$ cat src/rtl/fb_fill_pkg.sv
// Shared types and constants for the framebuffer fill arbiter.
// Holds the FSM state encoding, the register indices and the CTRL/STATUS bit positions.
package fb_fill_pkg;

   typedef enum logic {
      IDLE = 1'b0,
      FILL = 1'b1
   } fill_state_t;

   localparam logic [1:0] REG_BASE  = 2'd0;
   localparam logic [1:0] REG_COUNT = 2'd1;
   localparam logic [1:0] REG_VALUE = 2'd2;
   localparam logic [1:0] REG_CTRL  = 2'd3;

   localparam int CTRL_START = 0;
   localparam int CTRL_ABORT = 1;
   localparam int CTRL_CLEAR = 2;

   localparam int STAT_BUSY = 0;
   localparam int STAT_DONE = 1;

endpackage

$ cat src/rtl/fb_fill_regs.sv
// Fill-engine register file: BASE/COUNT/VALUE storage, the VALUE shadow copy,
// CTRL strobe decode and the one-cycle CPU read-data path.
module fb_fill_regs
   import fb_fill_pkg::*;
#(
   parameter int ADDRESS_WIDTH = 13,
   parameter int CNT_WIDTH     = ADDRESS_WIDTH + 1
) (
   input  logic                     clk,
   input  logic                     reset_n,
   input  logic                     reg_wr,
   input  logic                     reg_rd,
   input  logic [1:0]               reg_idx,
   input  logic [31:0]              reg_wdata,
   input  logic                     latch_shadow,
   input  logic [CNT_WIDTH-1:0]     remaining,
   input  logic                     busy,
   input  logic                     done_sticky,
   input  logic [31:0]              ram_data_read,
   output logic [ADDRESS_WIDTH-1:0] base_q,
   output logic [CNT_WIDTH-1:0]     count_q,
   output logic [31:0]              shadow_value,
   output logic                     start_req,
   output logic                     abort_req,
   output logic                     clear_req,
   output logic [31:0]              data_read
);

   logic [31:0] value_q;
   logic [31:0] reg_rdata_q;
   logic        sel_q;
   logic [31:0] reg_rdata_n;
   logic        ctrl_wr;

   assign ctrl_wr   = reg_wr && (reg_idx == REG_CTRL);
   assign start_req = ctrl_wr && reg_wdata[CTRL_START];
   assign abort_req = ctrl_wr && reg_wdata[CTRL_ABORT];
   assign clear_req = ctrl_wr && reg_wdata[CTRL_CLEAR];

   // COUNT reads back the engine's live remaining count, not the written value.
   always_comb begin
      reg_rdata_n = 32'd0;
      case (reg_idx)
         REG_BASE:  reg_rdata_n = 32'(base_q);
         REG_COUNT: reg_rdata_n = 32'(remaining);
         REG_VALUE: reg_rdata_n = value_q;
         default: begin
            reg_rdata_n[STAT_BUSY] = busy;
            reg_rdata_n[STAT_DONE] = done_sticky;
         end
      endcase
   end

   always_ff @(posedge clk) begin
      if (!reset_n) begin
         base_q       <= '0;
         count_q      <= '0;
         value_q      <= '0;
         shadow_value <= '0;
         reg_rdata_q  <= '0;
         sel_q        <= 1'b0;
      end else begin
         if (reg_wr) begin
            case (reg_idx)
               REG_BASE:  base_q  <= reg_wdata[ADDRESS_WIDTH-1:0];
               REG_COUNT: count_q <= reg_wdata[CNT_WIDTH-1:0];
               REG_VALUE: value_q <= reg_wdata;
               default:   ;
            endcase
         end
         if (latch_shadow) begin
            shadow_value <= value_q;
         end
         if (reg_rd) begin
            reg_rdata_q <= reg_rdata_n;
         end
         sel_q <= reg_rd;
      end
   end

   assign data_read = sel_q ? reg_rdata_q : ram_data_read;

endmodule

$ cat src/rtl/fb_fill_arbiter.sv
// Arbitrates framebuffer RAM port 1 between DLX CPU accesses and a constant-word
// fill engine; the CPU always wins and the engine simply stalls on CPU RAM cycles.
//
// state | meaning
// IDLE  | engine stopped; RAM port follows the CPU only
// FILL  | engine writes shadow_value at cur_addr on every non-CPU cycle
module fb_fill_arbiter
   import fb_fill_pkg::*;
#(
   parameter int ADDRESS_WIDTH = 13,
   parameter int CNT_WIDTH     = ADDRESS_WIDTH + 1
) (
   input  logic                     clk,
   input  logic                     reset_n,
   input  logic                     DLX_enable,
   input  logic [31:0]              DLX_address,
   input  logic [31:0]              DLX_data_write,
   input  logic                     DLX_write_enable,
   output logic [31:0]              DLX_data_read,
   output logic [ADDRESS_WIDTH-1:0] ram_address,
   output logic [31:0]              ram_data_write,
   output logic                     ram_write_enable,
   input  logic [31:0]              ram_data_read,
   output logic                     fill_busy,
   output logic                     fill_done
);

   fill_state_t state_q, state_n;

   logic [ADDRESS_WIDTH-1:0] cur_addr_q;
   logic [CNT_WIDTH-1:0]     remaining_q;
   logic                     done_q;
   logic                     done_sticky_q;

   logic                     cpu_ram;
   logic                     reg_wr;
   logic                     reg_rd;
   logic                     slot;
   logic                     done_set;
   logic                     latch_shadow;

   logic [ADDRESS_WIDTH-1:0] base_q;
   logic [CNT_WIDTH-1:0]     count_q;
   logic [31:0]              shadow_value;
   logic                     start_req;
   logic                     abort_req;
   logic                     clear_req;

   logic                     unused_addr_hi;

   assign unused_addr_hi = ^DLX_address[31:ADDRESS_WIDTH+1];

   assign cpu_ram = DLX_enable && !DLX_address[ADDRESS_WIDTH];
   assign reg_wr  = DLX_enable && DLX_address[ADDRESS_WIDTH] && DLX_write_enable;
   assign reg_rd  = DLX_enable && DLX_address[ADDRESS_WIDTH] && !DLX_write_enable;

   fb_fill_regs #(
      .ADDRESS_WIDTH (ADDRESS_WIDTH),
      .CNT_WIDTH     (CNT_WIDTH)
   ) u_regs (
      .clk           (clk),
      .reset_n       (reset_n),
      .reg_wr        (reg_wr),
      .reg_rd        (reg_rd),
      .reg_idx       (DLX_address[1:0]),
      .reg_wdata     (DLX_data_write),
      .latch_shadow  (latch_shadow),
      .remaining     (remaining_q),
      .busy          (fill_busy),
      .done_sticky   (done_sticky_q),
      .ram_data_read (ram_data_read),
      .base_q        (base_q),
      .count_q       (count_q),
      .shadow_value  (shadow_value),
      .start_req     (start_req),
      .abort_req     (abort_req),
      .clear_req     (clear_req),
      .data_read     (DLX_data_read)
   );

   // The abort cycle is a register access, yet it must not consume a write slot.
   always_comb begin
      state_n      = state_q;
      slot         = 1'b0;
      done_set     = 1'b0;
      latch_shadow = 1'b0;
      case (state_q)
         IDLE: begin
            if (start_req && !abort_req) begin
               if (count_q != '0) begin
                  latch_shadow = 1'b1;
                  state_n      = FILL;
               end else begin
                  done_set = 1'b1;
               end
            end
         end
         FILL: begin
            if (abort_req) begin
               state_n  = IDLE;
               done_set = 1'b1;
            end else if (!cpu_ram) begin
               slot = 1'b1;
               if (remaining_q == CNT_WIDTH'(1)) begin
                  state_n  = IDLE;
                  done_set = 1'b1;
               end
            end
         end
         default: state_n = IDLE;
      endcase
   end

   always_ff @(posedge clk) begin
      if (!reset_n) begin
         state_q       <= IDLE;
         cur_addr_q    <= '0;
         remaining_q   <= '0;
         done_q        <= 1'b0;
         done_sticky_q <= 1'b0;
      end else begin
         state_q <= state_n;
         done_q  <= done_set;
         if (latch_shadow) begin
            cur_addr_q  <= base_q;
            remaining_q <= count_q;
         end else if (slot) begin
            cur_addr_q  <= cur_addr_q + ADDRESS_WIDTH'(1);
            remaining_q <= remaining_q - CNT_WIDTH'(1);
         end
         if (done_set) begin
            done_sticky_q <= 1'b1;
         end else if (clear_req || latch_shadow) begin
            done_sticky_q <= 1'b0;
         end
      end
   end

   always_comb begin
      ram_address      = cur_addr_q;
      ram_data_write   = shadow_value;
      ram_write_enable = 1'b0;
      if (cpu_ram) begin
         ram_address      = DLX_address[ADDRESS_WIDTH-1:0];
         ram_data_write   = DLX_data_write;
         ram_write_enable = DLX_write_enable;
      end else if (slot) begin
         ram_write_enable = 1'b1;
      end
      if (!reset_n) begin
         ram_write_enable = 1'b0;
      end
   end

   assign fill_busy = (state_q == FILL);
   assign fill_done = done_q;

endmodule

$ cat config.mk
export PLATFORM = sky130hd
export DESIGN_NAME = fb_fill_arbiter
export DESIGN_NICKNAME = d
export VERILOG_FILES = /design/src/rtl/fb_fill_pkg.sv /design/src/rtl/fb_fill_regs.sv /design/src/rtl/fb_fill_arbiter.sv
export SDC_FILE = /design/constraint.sdc
export NUM_CORES = 1
export LEC_CHECK = 0
export BUFFER_PORTS_ARGS = -buffer_cell sky130_fd_sc_hd__buf_2
export CAP_MARGIN = 25
export CORE_MARGIN = 8
export CORE_UTILIZATION = 57
export DETAILED_ROUTE_END_ITERATION = 10
export GPL_TIMING_DRIVEN = 0
export PLACE_DENSITY_LB_ADDON = 0.15
export SETUP_SLACK_MARGIN = 0.2
export SKIP_CTS_REPAIR_TIMING = 1
export SLEW_MARGIN = 5
export SYNTH_ARGS = -nofsm -noshare
export SYNTH_HDL_FRONTEND = slang
export SYNTH_SLANG_ARGS = --single-unit
$ cat constraint.sdc
create_clock -name clk -period 5.2 [get_ports clk]
set_input_delay 0.26 -clock clk [delete_from_list [all_inputs] [get_ports clk]]
set_output_delay 0.26 -clock clk [all_outputs]
set_load 0.01 [all_outputs]
==> results.ini, run 1 <==
[outcome]
run_status = completed

[global_route]
antenna_found_initial = 0
grt_pass1_vias = 6414
grt_max_degree = 17
grt-ovfl-total = 0
grt_pass1_wl_um = 33800
grt_use_total = 0.264

[synthesis]
ys_types = 45
synth_edf_count = 0
synth_warnings = 0
syn_area_per_cell_um2 = 8.38
netlist_instances = 838
ys_ff_latch = 154
seq_area_frac_synth = 0.439
synth_top_area_frac = 0.439
synth_area_mm2 = 0.00702
synthTopCellsByArea = dfxtp_1 44%, mux2_2 12%, nand2_1 11%
synth_fp_nets = 941
async_reset_ff_frac = 0
synth_top_area_cell = dfxtp_1
synthFlopType = dfxtp_1

[setup_path]
crit_path_max_incr_delay_ns = 0.66
path_class = primary input to output pin
path_max_fanout = 10
start_kind = primary input
cp.required_ns = 4.94
worstSetupEndpointType = output pin
path_cells = buf_2 -> clkbuf_1 -> nand4_1 -> o211ai_1 -> clkbuf_1 -> a21oi_1 -> buf_2
slowest_stage = o211ai_1
crit_arrival_ns = 2.39

[routing]
wl_um = 21800
drt-initial-drc-count = 740
drcViolationCount = 0
drt_pre_antenna_iters = 5
routed_via_density = 5.95
vias = 7006
wl_per_cell_um = 18.5
antenna_left = 0

[layout]
drive_gt1_frac = 0.274
n_antenna_cell = 0
syn_to_final_growth_pct = 22.5
layout_commonest_cell = nand2_1
layout_common_cells = 205 x nand2_1, 167 x buf_2, 154 x dfxtp_1
fillers = 995
final_nets = 1121

[cts]
cts_tree = yes
clockBufferDepth = 2
cts_sinks = 154
path_clk_slew_ns = 0.06
clk_latency_ns = 0.43
root_buffer = clkbuf_16
h-tree-depth = 4
numCtsBuffers = 17

[floorplan]
ios = 180
dieArea_mm2 = 0.0161
num_rows = 40
core_mm2 = 0.0120
chipHeight_um = 127
floorplan.initialDensity = 0.584
die_w_um = 127

[power]
leakagePower_nw = 3.40
ir_worst_vdd_mv = 0.212
power_per_cell_area_mw_per_mm2 = 309

[timing]
maxSlewViolCount = 0
min_period_ns = 2.65
finalHoldViolCount = 0
finalCritPeriodShare = 0.509
timing.hold.ws_ns = 0.0762
worstMarginPinSlew_ns = 0.850
fmax_mhz = 378
slew_headroom = 0.434
finalSetupTns_ns = 0
finClkSkew_ns = 0.00628
rsz0062_at_grt = false
finalSetupViolations = 0

[placed_design]
port_buffers = 161
gp_congestion = 0.940
place_hpwl_um = 16100

[run]
drv_cap = 0

[hold_path]
hp-class = primary input to flip-flop

==> cell families (layout without fill, tap and decap cells) <==
| kind of cell | count (synthesis) | count (layout) | share of synthesized area |
|---|---|---|---|
| AO/OA/AOI/OAI | 210 | 210 | 0.182 |
| XOR/XNOR | 1 | 1 | 0.00125 |
| adder cells (fa/ha/maj) | 3 | 3 | 0.00535 |
| buffers and inverters | 67 | 260 | 0.0369 |
| flip-flops | 154 | 154 | 0.439 |
| multiplexers | 89 | 89 | 0.144 |
| AND/OR/NAND/NOR | 314 | 314 | 0.191 |
==> metal layers <==
metal / up-vias / wire [um] / track usage
met2: 366 / 9580 / 0.400
met1: 3279 / 9240 / 0.345
met4: 0 / 754 / 0.119
met3: 62 / 2250 / 0.0720
li1: 3299 / - / -
met5: - / 0 / 0
==> through the flow <==
stage	utilization	setup slack [ns]	instances	total power, mW	instance area [um2]
after global routing	0.716	2.44	1178	2.73	8600
after floorplan	-	3.17	838	1.34	7020
after global placement	0.667	2.61	1146	1.43	8010
after detailed placement	0.667	2.62	1146	1.43	8010
after CTS	0.716	2.63	1178	2.66	8600
final	0.716	2.55	1178	2.66	8600
==> worst paths after layout <==
| path | startpoint | cells after the start | slack (ns) | end |
|---|---|---|---|---|
| worst max-delay path | DLX_address[0] | 7 | 2.55 | ram_write_enable |
| worst min-delay path | DLX_data_write[29] | 3 | 0.08 | u_regs.value_q[29] |
| worst max register to register | remaining_q[7] | 5 | 3.01 | done_sticky_q |
| worst min register to register | u_regs.shadow_value[21] | 2 | 0.46 | u_regs.shadow_value[21] |
==> layout make-up <==
cell class              count  area [um2]  share of cell area
clock inverters            13         140              0.0163
flip-flops and latches    154        3080               0.358
multi-input cells         617        3680               0.427
repair buffers            161         806              0.0937
clock buffers              19         453              0.0527
inverters                   6        22.5             0.00262
plain buffers              61         236              0.0275
well taps                 147         184              0.0214
==> critical path, delay by kind of cell <==
family | cells | cell delay [ns]
AO/OA/AOI/OAI | 2 | 0.82
buffers and inverters | 4 | 1.09
AND/OR/NAND/NOR | 1 | 0.20
==> where the power goes <==
group / switching (mW) / internal, mW
clock: 0.514 / 0.735
combinational: 0.122 / 0.0892
sequential: 0.00859 / 1.19
==> cells in the mapped netlist, types with 3 or more instances <==
cell	instances
dfxtp_1	154
or3_1	4
a2bb2oi_1	7
a211oi_1	14
ha_1	3
clkbuf_1	48
nor2_1	44
a22o_1	19
nand4_1	6
a21oi_1	132
o311ai_0	4
a31oi_1	4
nor3_1	6
nand3_1	19
and3_1	5
inv_1	5
buf_2	6
nor4_1	3
o21ai_0	12
buf_1	7
a32oi_1	3
nand2b_1	4
or4_1	4
and2_1	3
a22oi_1	3
nand2_1	205
mux2i_1	11
nor2b_1	5
mux2_2	76
==> flip-flops by register name, indices dropped and copies added, names as in the netlist <==
register	cells
u_regs.reg_rdata_q	32
u_regs.shadow_value	32
fill_busy	1
u_regs.value_q	32
u_regs.sel_q	1
fill_done	1
remaining_q	14
u_regs.count_q	14
done_sticky_q	1
cur_addr_q	13
u_regs.base_q	13
Note: power is estimated with default switching activity, not from simulation.
==> inputs of run 2 (changes only) <==
- CORE_UTILIZATION: 57 -> 48
- clock period: 5.2 -> 2.4 ns (I/O delays scaled with it)
==> results.ini, run 2 (synthesis results as in run 1) <==
[outcome]
run_status = complete, but fails checks
violations = hold timing

[floorplan]
dieArea_mm2 = 0.0187
ios = 180
chipHeight_um = 137
num_rows = 44
core_mm2 = 0.0144
floorplan.initialDensity = 0.487
die_w_um = 137

[routing]
drt-initial-drc-count = 608
vias = 6920
drt_pre_antenna_iters = 6
wl_um = 22700
antenna_left = 0
routed_via_density = 5.58
drcViolationCount = 0
wl_per_cell_um = 18.3

[setup_path]
path_class = flip-flop to flip-flop
reg2reg_depth = 5
start_kind = flip-flop
worstSetupEndpointType = flip-flop
path_max_fanout = 9
r2r_slack_ns = 0.24
crit_arrival_ns = 2.52
cp.required_ns = 2.75
r2r-end = remaining_q[13]
worstReg2RegStart = remaining_q[7]

[timing]
finalHoldViolCount = 8
finClkSkew_ns = 0.0129
finalSetupViolations = 0
fmax_mhz = 462
finalSetupTns_ns = 0
slew_headroom = 0.436
worstMarginPinSlew_ns = 0.846
maxSlewViolCount = 0
setup_ws_ns = 0.237
finalCritPeriodShare = 0.901
rsz0062_at_grt = false
timing.hold.ws_ns = -0.00996
min_period_ns = 2.16

[cts]
root_buffer = clkbuf_16
numCtsBuffers = 17
h-tree-depth = 4
cts_tree = yes
path_clk_slew_ns = 0.06
clockBufferDepth = 2
cts_sinks = 154
clk_latency_ns = 0.43

[global_route]
antenna_found_initial = 0
grt-ovfl-total = 0
grt_pass1_vias = 6420
grt_max_degree = 17
grt_pass1_wl_um = 34300
grt_use_total = 0.237

[placed_design]
gp_congestion = 0.945
place_hpwl_um = 16600
port_buffers = 161
placed_cells = 1183
post-place-ws_ns = -0.0424

[layout]
final_nets = 1146
layout_common_cells = 205 x nand2_1, 167 x buf_2, 154 x dfxtp_1
n_antenna_cell = 0
drive_gt1_frac = 0.277
layout_commonest_cell = nand2_1
stdcell_count = 1240
fin_util = 0.617
syn_to_final_growth_pct = 26.8
largest_registers = u_regs.reg_rdata_q (32), u_regs.shadow_value (32), u_regs.value_q (32)

[power]
pwr-share-clk = 0.462
seqPwrFrac = 0.452
power_per_cell_area_mw_per_mm2 = 645
comb_power_share = 0.086
p_switching_mw = 1.36
ir_worst_vdd_mv = 0.502
intPower_mw = 4.38
leakagePower_nw = 3.52
swShare = 0.237

[hold_path]
hp-start = DLX_data_write[6]
hold_path_end = u_regs.base_q[6]
hp-class = primary input to flip-flop
min_path_cells = 3

[run]
drv_cap = 0

## run 2: changes by cell type in the layout (fill, tap and decap cells not counted)
cell,previous run,this run
a211oi_1,14,13
a211oi_2,0,1
buf_1,7,4
buf_4,0,2
clkbuf_1,48,46
clkbuf_2,0,8
clkinv_2,4,3
clkinvlp_4,1,2
dlygate4sd3_1,0,23
inv_6,4,1
nor3b_1,2,1
nor3b_2,0,1
## run 2: worst max-delay path by stage
| stage | cells past startpoint | slack, ns | endpoint | start |
|---|---|---|---|---|
| 3_5_place_dp | 8 | -0.04 | cur_addr_q[0] | DLX_address[0] |
| 5_1_grt | 5 | 0.20 | remaining_q[13] | remaining_q[7] |
| 4_1_cts | 7 | 0.006 | ram_write_enable | DLX_address[0] |
| 6_report | 5 | 0.24 | remaining_q[13] | remaining_q[7] |
| 2_1_floorplan | 5 | 0.37 | remaining_q[13] | remaining_q[7] |
| 3_3_place_gp | 8 | 0.01 | remaining_q[3] | DLX_address[0] |
## run 2: critical path, cell delays in order, from the launching register on
cell and delay (ns):
dfxtp_1 0.39, or4_4 0.58, or3_1 0.36, or4_4 0.49, a2bb2oi_2 0.15, a21oi_2 0.12
## run 2: cell type report
cell class	instances	area (um2)
Sequential cell	154	3080
Timing Repair Buffer	186	1050
Clock buffer	22	464
Tap cell	184	230
Inverter	6	22.5
Buffer	61	246
Fill cell	1327	5520
Multi-Input combinational cell	617	3690
Clock inverter	10	116
## run 2: power by group through the flow
stage / Clock (mW) / Combinational [mW] / Sequential (mW)
after floorplan: 0 / 0.245 / 2.65
after global placement: 0 / 0.455 / 2.65
after detailed placement: 0 / 0.459 / 2.65
after CTS: 2.67 / 0.462 / 2.60
after global routing: 2.78 / 0.534 / 2.60
final: 2.65 / 0.493 / 2.60
## run 2: per-layer routing
| metal | vias to the layer above | global-route usage | routed length [um] |
|---|---|---|---|
| li1 | 3346 | - | - |
| met1 | 3233 | 0.317 | 9950 |
| met2 | 292 | 0.360 | 10200 |
| met3 | 49 | 0.0569 | 2090 |
| met4 | 0 | 0.0893 | 541 |
| met5 | - | 0 | 0 |
## run 2: through the flow
step                area (um2)  power (mW)
floorplan                 7020        2.89
global placement          8060        3.11
detailed placement        8060        3.11
CTS                       8640        5.73
global route              8900        5.91
finish                    8900        5.74
